`src/rtl/spi_tx_if.sv`:
```
// Bus bundle between the SPI receiver / pad ring and the spi_tx transmitter.
// The slave modport is the transmitter's view; master is the driving side.
interface spi_tx_if #(
    parameter int DATA_WIDTH = 16
);
    logic                  tx_req;
    logic [DATA_WIDTH-1:0] tx_data;
    logic                  sclk;
    logic                  ssn;
    logic                  miso;
    logic                  miso_oe;
    logic                  tx_busy;
    logic                  tx_done;
    logic                  tx_abort;

    modport slave (
        input  tx_req, tx_data, sclk, ssn,
        output miso, miso_oe, tx_busy, tx_done, tx_abort
    );

    modport master (
        output tx_req, tx_data, sclk, ssn,
        input  miso, miso_oe, tx_busy, tx_done, tx_abort
    );
endinterface

```
`src/rtl/spi_tx.sv`:
```
// Slave-side SPI mode-0 transmitter: latches a read word on tx_req and
// shifts it out MSB-first on miso, one bit per sclk falling edge.
module spi_tx #(
    parameter int DATA_WIDTH  = 16,
    parameter int SYNC_STAGES = 2
) (
    input  logic    clk,
    input  logic    reset,
    spi_tx_if.slave bus
);
    localparam int CNT_W = 5;

    typedef enum logic [2:0] {IDLE, LOAD, SHIFT, DONE, ABORT} state_t;

    // Synchronizers, history flops and registered edge strobes
    logic [SYNC_STAGES-1:0] sclk_sync_q, sclk_sync_d;
    logic [SYNC_STAGES-1:0] ssn_sync_q, ssn_sync_d;
    logic                   sclk_hist_q, sclk_hist_d;
    logic                   ssn_hist_q, ssn_hist_d;
    logic                   sclk_rise_q, sclk_rise_d;
    logic                   sclk_fall_q, sclk_fall_d;
    logic                   ssn_rise_q, ssn_rise_d;
    logic                   ssn_synced;

    // Frame state and registered outputs
    state_t                 state_q, state_d;
    logic [DATA_WIDTH-1:0]  shift_q, shift_d;
    logic [CNT_W-1:0]       bit_cnt_q, bit_cnt_d;
    logic                   sampled_q, sampled_d;
    logic                   miso_q, miso_d;
    logic                   miso_oe_q, miso_oe_d;
    logic                   tx_busy_q, tx_busy_d;
    logic                   tx_done_q, tx_done_d;
    logic                   tx_abort_q, tx_abort_d;

    assign ssn_synced = ssn_sync_q[SYNC_STAGES-1];

    // Resynchronize the raw pins and derive single-cycle edge strobes
    always_comb begin
        sclk_sync_d = {sclk_sync_q[SYNC_STAGES-2:0], bus.sclk};
        ssn_sync_d  = {ssn_sync_q[SYNC_STAGES-2:0], bus.ssn};
        sclk_hist_d = sclk_sync_q[SYNC_STAGES-1];
        ssn_hist_d  = ssn_synced;
        sclk_rise_d = sclk_sync_q[SYNC_STAGES-1] & ~sclk_hist_q;
        sclk_fall_d = ~sclk_sync_q[SYNC_STAGES-1] & sclk_hist_q;
        ssn_rise_d  = ssn_synced & ~ssn_hist_q;
    end

    // Next-state and next-output logic of the transmit FSM
    always_comb begin
        // NOTE: every _d gets its hold value first, so no path leaves one unassigned and no latch is inferred.
        state_d    = state_q;
        shift_d    = shift_q;
        bit_cnt_d  = bit_cnt_q;
        sampled_d  = sampled_q;
        miso_d     = miso_q;
        miso_oe_d  = miso_oe_q;
        tx_busy_d  = tx_busy_q;
        tx_done_d  = 1'b0;
        tx_abort_d = 1'b0;

        case (state_q)
            IDLE: begin
                miso_d    = 1'b0;
                miso_oe_d = 1'b0;
                tx_busy_d = 1'b0;
                if (bus.tx_req && !ssn_synced) begin
                    // tx_data is only valid alongside tx_req, so it is captured here
                    shift_d   = bus.tx_data;
                    miso_oe_d = 1'b1;
                    tx_busy_d = 1'b1;
                    state_d   = LOAD;
                end
            end
            LOAD: begin
                bit_cnt_d = '0;
                sampled_d = 1'b0;
                if (ssn_rise_q) begin
                    // master deselected before the first bit: treat like a mid-frame abort
                    shift_d    = '0;
                    miso_d     = 1'b0;
                    miso_oe_d  = 1'b0;
                    tx_abort_d = 1'b1;
                    state_d    = ABORT;
                end else begin
                    miso_d  = shift_q[DATA_WIDTH-1];
                    state_d = SHIFT;
                end
            end
            SHIFT: begin
                if (ssn_rise_q) begin
                    shift_d    = '0;
                    miso_d     = 1'b0;
                    miso_oe_d  = 1'b0;
                    tx_abort_d = 1'b1;
                    state_d    = ABORT;
                end else if (sclk_rise_q) begin
                    bit_cnt_d = bit_cnt_q + CNT_W'(1);
                    sampled_d = 1'b1;
                    if (bit_cnt_q == CNT_W'(DATA_WIDTH - 1)) begin
                        shift_d   = '0;
                        miso_d    = 1'b0;
                        miso_oe_d = 1'b0;
                        tx_done_d = 1'b1;
                        state_d   = DONE;
                    end
                end else if (sclk_fall_q && sampled_q) begin
                    // a fall not preceded by a sampled rise would skip the MSB
                    shift_d   = {shift_q[DATA_WIDTH-2:0], 1'b0};
                    sampled_d = 1'b0;
                    miso_d    = shift_q[DATA_WIDTH-2];
                end
            end
            DONE, ABORT: begin
                tx_busy_d = 1'b0;
                state_d   = IDLE;
            end
            default: state_d = IDLE;
        endcase
    end

    // State registers for synchronizers and FSM
    always_ff @(posedge clk or negedge reset) begin
        // NOTE: the datapath (shift_q, miso_q) is reset as well, so miso is never X after reset.
        if (!reset) begin
            sclk_sync_q <= '0;
            ssn_sync_q  <= '1;
            sclk_hist_q <= 1'b0;
            ssn_hist_q  <= 1'b1;
            sclk_rise_q <= 1'b0;
            sclk_fall_q <= 1'b0;
            ssn_rise_q  <= 1'b0;
            state_q     <= IDLE;
            shift_q     <= '0;
            bit_cnt_q   <= '0;
            sampled_q   <= 1'b0;
            miso_q      <= 1'b0;
            miso_oe_q   <= 1'b0;
            tx_busy_q   <= 1'b0;
            tx_done_q   <= 1'b0;
            tx_abort_q  <= 1'b0;
        end else begin
            // NOTE: non-blocking assignments so every flop samples the pre-edge values.
            sclk_sync_q <= sclk_sync_d;
            ssn_sync_q  <= ssn_sync_d;
            sclk_hist_q <= sclk_hist_d;
            ssn_hist_q  <= ssn_hist_d;
            sclk_rise_q <= sclk_rise_d;
            sclk_fall_q <= sclk_fall_d;
            ssn_rise_q  <= ssn_rise_d;
            state_q     <= state_d;
            shift_q     <= shift_d;
            bit_cnt_q   <= bit_cnt_d;
            sampled_q   <= sampled_d;
            miso_q      <= miso_d;
            miso_oe_q   <= miso_oe_d;
            tx_busy_q   <= tx_busy_d;
            tx_done_q   <= tx_done_d;
            tx_abort_q  <= tx_abort_d;
        end
    end

    assign bus.miso     = miso_q;
    assign bus.miso_oe  = miso_oe_q;
    assign bus.tx_busy  = tx_busy_q;
    assign bus.tx_done  = tx_done_q;
    assign bus.tx_abort = tx_abort_q;
endmodule

```
`src/flat_wrapper.sv`:
```
// flat-port wrapper written by rule: the top's interface ports become plain ports
module spi_tx_flat 
#(
    parameter int DATA_WIDTH  = 16,
    parameter int SYNC_STAGES = 2
)
  (clk, reset, bus_tx_req, bus_tx_data, bus_sclk, bus_ssn, bus_miso, bus_miso_oe, bus_tx_busy, bus_tx_done, bus_tx_abort);
  spi_tx_if #(.DATA_WIDTH(DATA_WIDTH)) bus_i ();
  input  logic clk;
  input  logic reset;
  input wire logic [$bits(bus_i.tx_req)-1:0] bus_tx_req;
  input wire logic [$bits(bus_i.tx_data)-1:0] bus_tx_data;
  input wire logic [$bits(bus_i.sclk)-1:0] bus_sclk;
  input wire logic [$bits(bus_i.ssn)-1:0] bus_ssn;
  output wire logic [$bits(bus_i.miso)-1:0] bus_miso;
  output wire logic [$bits(bus_i.miso_oe)-1:0] bus_miso_oe;
  output wire logic [$bits(bus_i.tx_busy)-1:0] bus_tx_busy;
  output wire logic [$bits(bus_i.tx_done)-1:0] bus_tx_done;
  output wire logic [$bits(bus_i.tx_abort)-1:0] bus_tx_abort;
  assign bus_i.tx_req = bus_tx_req;
  assign bus_i.tx_data = bus_tx_data;
  assign bus_i.sclk = bus_sclk;
  assign bus_i.ssn = bus_ssn;
  assign bus_miso = bus_i.miso;
  assign bus_miso_oe = bus_i.miso_oe;
  assign bus_tx_busy = bus_i.tx_busy;
  assign bus_tx_done = bus_i.tx_done;
  assign bus_tx_abort = bus_i.tx_abort;
  spi_tx #(.DATA_WIDTH(DATA_WIDTH), .SYNC_STAGES(SYNC_STAGES)) u_core (.clk(clk), .reset(reset), .bus(bus_i));
endmodule
```
`config.mk`:
```
export PLATFORM = sky130hd
export DESIGN_NAME = spi_tx_flat
export DESIGN_NICKNAME = d
export VERILOG_FILES = /design/src/rtl/spi_tx_if.sv /design/src/rtl/spi_tx.sv /design/src/flat_wrapper.sv
export SDC_FILE = /design/constraint.sdc
export NUM_CORES = 1
export LEC_CHECK = 0
export CAP_MARGIN = 20
export CORE_ASPECT_RATIO = 0.7
export CORE_UTILIZATION = 40
export DETAILED_ROUTE_END_ITERATION = 16
export PLACE_DENSITY = 0.72
export SYNTH_ARGS = -nofsm -noshare
export SYNTH_HDL_FRONTEND = slang
export SYNTH_SLANG_ARGS = --single-unit
```
`constraint.sdc`:
```
create_clock -name clk -period 2.92 [get_ports clk]
set_input_delay 0.584 -clock clk [delete_from_list [all_inputs] [get_ports clk]]
set_output_delay 0.584 -clock clk [all_outputs]
set_load 0.02 [all_outputs]
```
==> Yosys cells after proc, flatten, opt, wreduce, memory -nomap -nowiden <==
Cells that the tools add are included.
{ "word_totals": {"reg_bits": 39, "in_bits": 21, "output_inout_bits": 5, "word_cells": 90} }
{ "classes": {"addsub": 1, "eq_ne": 14, "mux": 38, "bitwise_logic": 6, "n_reduce_logical": 15} }
{ "ops": {"columns": ["operator", "count"], "rows": [
  ["two-way mux 16 bit", 6],
  ["case mux 16 bit (3 select lines)", 1],
  ["two-way mux 1 bit", 18],
  ["two-way mux 3 bit", 5],
  ["AND reduction 3 bit", 4],
  ["two-way mux 5 bit", 2],
  ["case mux 5 bit (2 select lines)", 1],
  ["inequality test 3 x 1 -> 1 bit (second input constant)", 3],
  ["case mux 3 bit (3 select lines)", 1],
  ["== test 3 x 2 -> 1 bit (second input constant)", 2],
  ["inequality test 2 x 1 -> 1 bit (second input constant)", 3],
  ["case mux 1 bit (3 select lines)", 2],
  ["adder 5 x 1 -> 5 bit (second input constant)", 1],
  ["== test 5 x 4 -> 1 bit (second input constant)", 1],
  ["AND reduction 5 bit", 1],
  ["inequality test 4 x 1 -> 1 bit (second input constant)", 1],
  ["inequality test 4 bit (second input constant)", 1],
  ["case mux 1 bit (2 select lines)", 2],
  ["AND reduction 4 bit", 1],
  ["nonzero test 2 bit", 2],
  ["OR reduction 2 bit", 2],
  ["AND 1 bit", 3],
  ["== test 3 x 1 -> 1 bit (second input constant)", 1],
  ["== test 3 bit (second input constant)", 1],
  ["other kinds (6)", 9]
]} }

==> Longest topological paths before layout <==
{ "depth": {"word_depth": 5, "ltp_mapped": 7, "depth_no_buf": 6} }

==> Worst setup path before layout <==
No wires, ideal clock.
{ "synth_timing": {"path_type": "flip-flop to flip-flop", "startpoint": "reg u_core.bit_cnt_q[0]", "endpoint": "reg u_core.shift_q[11]", "setup_ps": 125, "arrival_time_ps": 2032, "t_required_ps": 2795, "path_slack_ps": 763, "stages_incl_launch_ff": 8, "path_buffers": 1, "synth_period_minus_slack_ps": 2157, "cell_sequence": "dfrtp_1 > ha_1 > and3_1 > ha_1 > o41a_1 > o211ai_4 > buf_12 > mux2_4"} }
{ "synth_between": {"elab_chain_cells": 3} }
{ "synth_rtl": {"columns": ["element", "line_no", "rtl"], "rows": [
  ["start, declared", "spi_tx.sv:28", "logic [CNT_W-1:0] bit_cnt_q, bit_cnt_d;"],
  ["start signal, assigned", "spi_tx.sv:153", "bit_cnt_q <= bit_cnt_d;"],
  ["== test 5 x 4 -> 1 bit", "spi_tx.sv:100", "if (bit_cnt_q == CNT_W'(DATA_WIDTH - 1)) begin"],
  ["inequality test 4 bit (no line)", null, null],
  ["AND reduction 5 bit (no line)", null, null],
  ["end signal, assigned", "spi_tx.sv:152", "shift_q <= shift_d;"],
  ["end, declared", "spi_tx.sv:27", "logic [DATA_WIDTH-1:0] shift_q, shift_d;"]
]} }
No other way between the ends.
A chain may end at the register's enable or synchronous reset.

==> Worst setup path after layout <==
{ "layout_timing": {"startpoint": "reg u_core.bit_cnt_q[0]", "endpoint": "reg u_core.shift_q[10]"} }
The elaborated chain is that of the path after synthesis.

==> impl_results.md <==
* WS Path Type: flop to flop
* Count of cell types in the netlist at 38
* DRC violations left at 0
* Post-Route WL at 3.64 mm
* RSZ-0062 raised after global routing: false
* Hold-fix buffers, CTS at 0
* Drt first-iter violations at 109
* H-tree depth at 2
* Startpoint Class: flop
* Gate Count Post-Synth at 156
* Final clock skew at 5.31 ps
* Leakage power at 1.01 nW
* Detailed-route wire length per cell at 15.3 um
* Num rows at 20
* R2r setup slk at 580 ps
* Vias per cell at 5.49
* Largest net degree at the start of global routing at 40
* Switching part of the total at 0.313
* # Post-CTS Setup Buffers at 0
* Gr ovfl total at 0
* GPL Wtd Cong at 0.840
* Chip width at 83.7 um
* Sequential share of power at 0.406
* Post_cts resized at 0
* Slew Viols, Final at 0
* PortBufs at 25
* Vias post-DR at 1307
* Tmin final at 2340 ps
* R2r endpoint: u_core.shift_q[10]$_DFFE_PN0P_
* Mapped Area at 1870 sq um
* Share of layout cells above drive strength 1 at 0.186
* #FFs+latches synth at 39
* Required @ worst endpoint at 3100 ps
* Top post-synthesis cells by area: dfrtp_1, a22o_1, mux2_4
* Final setup violating endpoints at 0
* DPL Wire Length at 2.49 mm
* TritonRoute pass-1 iters at 4
* Die Ht at 59.2 um
* ANT nets after route at 0
* Total power at 2.00 mW
* Fin. Hold Viols at 0
* Cell area power density at 885 nW/um^2
* P&R area growth vs syn at 21.2%
* Number of antenna diodes at 0
* Deepest clock path buffer count at 2
* Area fraction of the dominant cell type after synthesis at 0.482
* Critical-path cell list: ha_1, and3_1, ha_1, o41a_1, o211ai_4, mux2_2
* YS warnings at 0
* Slew @ Worst Pin at 851 ps
* First-pass GRT wire length at 6.29 mm
* Net load switching power at 627 uW
* Setup WS pre-CTS at 585 ps
* CTS Sinks at 39
* Clock-pin slew on the worst setup and hold paths at 80 ps
* CTS tree: yes
* Status: completed
* Max frequency at 0.428 GHz
* Commonest non-fill, non-tap cells in the layout: dfrtp_1, clkdlybuf4s50_1, a22o_1
* Hold Path Origin: u_core.ssn_sync_q[0]$_DFF_PN1_
* Slew HR at 0.433
* IR drop worst, VDD at 400 uV
* Slowest stage delay, CP at 430 ps
* Clock power share at 0.230
* Max-cap violations at 0
* Crit-path slowest cell: o41a_1
* Initial Util at 0.424
* Worst endpoint data arrival time at 2510 ps
* Number of global-route vias before repair at 1370
* Number of I/O pins at 26
* Worst-Skew Late Latency at 290 ps
* Kind of end point of the critical path: flop
* Global-route usage over all layers at 0.166
* Tcrit/Tclk final at 0.800
* Final Worst Setup Slack at 584 ps
* CP max FO at 16
* Syn avg cell area at 12.0 sq um
* Cell Int Power at 1.38 mW
* Placed insts at 230
* Hold depth at 0
* Core box area at 4400 sq um
* Most common cell after layout, fill and taps aside: dfrtp_1
* Non-Filler Instances at 238
* Hold Crit Endpoint: u_core.ssn_sync_q[1]$_DFF_PN1_
* Sequential area share after synthesis at 0.524
* DIE AREA at 4950 sq um
* Largest area contributor in the synthesized netlist: dfrtp_1
* Most common cell on crit path: ha_1
* Reg2Reg Depth at 6
* Initial antenna violation count at 0
* Sum Neg Setup Slack at 0 ps
* Final core utilization at 0.514
* Hold Crit Class: flop to flop
* Root buffer cell: clkbuf_8
* Worst flop-to-flop path startpoint: u_core.bit_cnt_q[0]$_DFFE_PN0P_
* Inserted Clock Buffers at 5
* Comb pwr share at 0.364
* Syn Nets at 179
* Nets at 205
cell usage after synthesis:
library cell,number
nand2_1,8
buf_2,1
nand2b_1,3
a22oi_1,1
and3_1,4
mux2i_1,1
nor2_1,6
inv_1,8
a22o_1,17
xor2_1,1
mux2_4,9
a31oi_1,3
o41a_1,1
o21ai_0,11
dfstp_2,3
o21bai_1,1
buf_12,1
or4_4,1
nand2b_4,1
mux2_2,6
o2bb2ai_1,1
ha_1,2
a221o_1,1
nor4_2,1
a211oi_1,1
buf_6,1
and2_1,1
o211ai_4,1
o22ai_1,1
nand3b_1,1
nor3_1,4
nor2b_1,4
a21oi_1,2
nand3_1,1
a32oi_1,4
dfrtp_1,36
a21o_1,1
clkbuf_1,6
metal layers:
metal  up-vias  global-route usage  wire [um]  share of wire
met1       656               0.217       1770           0.49
met3         2              0.0557        182          0.050
met4         0              0.0654         16         0.0044
met5         -                   0          0              0
li1        621                   -          -              -
met2        28               0.259       1670           0.46
worst max-delay path: cells and delay by family, from the launching register on:
kind,cells,cell delay [ps]
mux,1,410
flops,1,420
compound gates,2,740
simple gates,1,190
fa+ha+maj,2,460
final cells by class:
| cell class | count | area, sq um |
|---|---|---|
| repair buffers | 28 | 268 |
| well taps | 55 | 68.8 |
| multi-input cells | 100 | 800 |
| clock buffers | 6 | 82.6 |
| clock inverters | 2 | 35.0 |
| inverters | 8 | 30.0 |
| flip-flops and latches | 39 | 980 |
| fillers | 380 | 2140 |
how the worst max path moves through the flow:
stage,from,to
global route,u_core.bit_cnt_q[0]$_DFFE_PN0P_,u_core.shift_q[10]$_DFFE_PN0P_
global placement,u_core.bit_cnt_q[0]$_DFFE_PN0P_,u_core.shift_q[7]$_DFFE_PN0P_
CTS,u_core.bit_cnt_q[0]$_DFFE_PN0P_,u_core.shift_q[10]$_DFFE_PN0P_
finish,u_core.bit_cnt_q[0]$_DFFE_PN0P_,u_core.shift_q[10]$_DFFE_PN0P_
floorplan,u_core.bit_cnt_q[0]$_DFFE_PN0P_,u_core.shift_q[11]$_DFFE_PN0P_
detailed placement,u_core.bit_cnt_q[0]$_DFFE_PN0P_,u_core.shift_q[10]$_DFFE_PN0P_
cells by family (layout without fill, tap and decap cells):
| family | count (synthesis) | count (layout) | share of synthesized area |
|---|---|---|---|
| AO/OA/AOI/OAI | 46 | 46 | 0.190 |
| XOR/XNOR | 1 | 1 | 0.00469 |
| adder cells (fa/ha/maj) | 2 | 2 | 0.0134 |
| buffers and inverters | 17 | 44 | 0.0476 |
| flip-flops | 39 | 39 | 0.524 |
| multiplexers | 16 | 16 | 0.114 |
| AND/OR/NAND/NOR | 35 | 35 | 0.106 |
registers in the layout (all words and copies together), names as in the netlist:
name	cells
u_core.sclk_fall_q	1
u_core.ssn_sync_q	2
u_core.sclk_hist_q	1
u_core.bus.tx_abort	1
u_core.ssn_rise_q	1
u_core.sampled_q	1
u_core.sclk_rise_q	1
u_core.bus.miso_oe	1
u_core.bus.tx_busy	1
u_core.bus.miso	1
u_core.bus.tx_done	1
u_core.ssn_hist_q	1
u_core.state_q	3
u_core.sclk_sync_q	2
u_core.bit_cnt_q	5
u_core.shift_q	16
power by group through the flow:
stage               sequential (mW)  clock [mW]  combinational [mW]
finish                        0.813       0.460               0.730
global route                  0.831       0.496               0.796
CTS                           0.811       0.474               0.734
detailed placement            0.819           0               0.731
global placement              0.809           0               0.704
floorplan                     0.800           0               0.594
metrics by stage:
step	hold slack, ps	cell area (sq um)
2_1_floorplan	288	1870
3_3_place_gp	344	2150
3_5_place_dp	346	2150
4_1_cts	362	2260
5_1_grt	367	2260
6_report	359	2260
(Power assumes the default switching activity.)
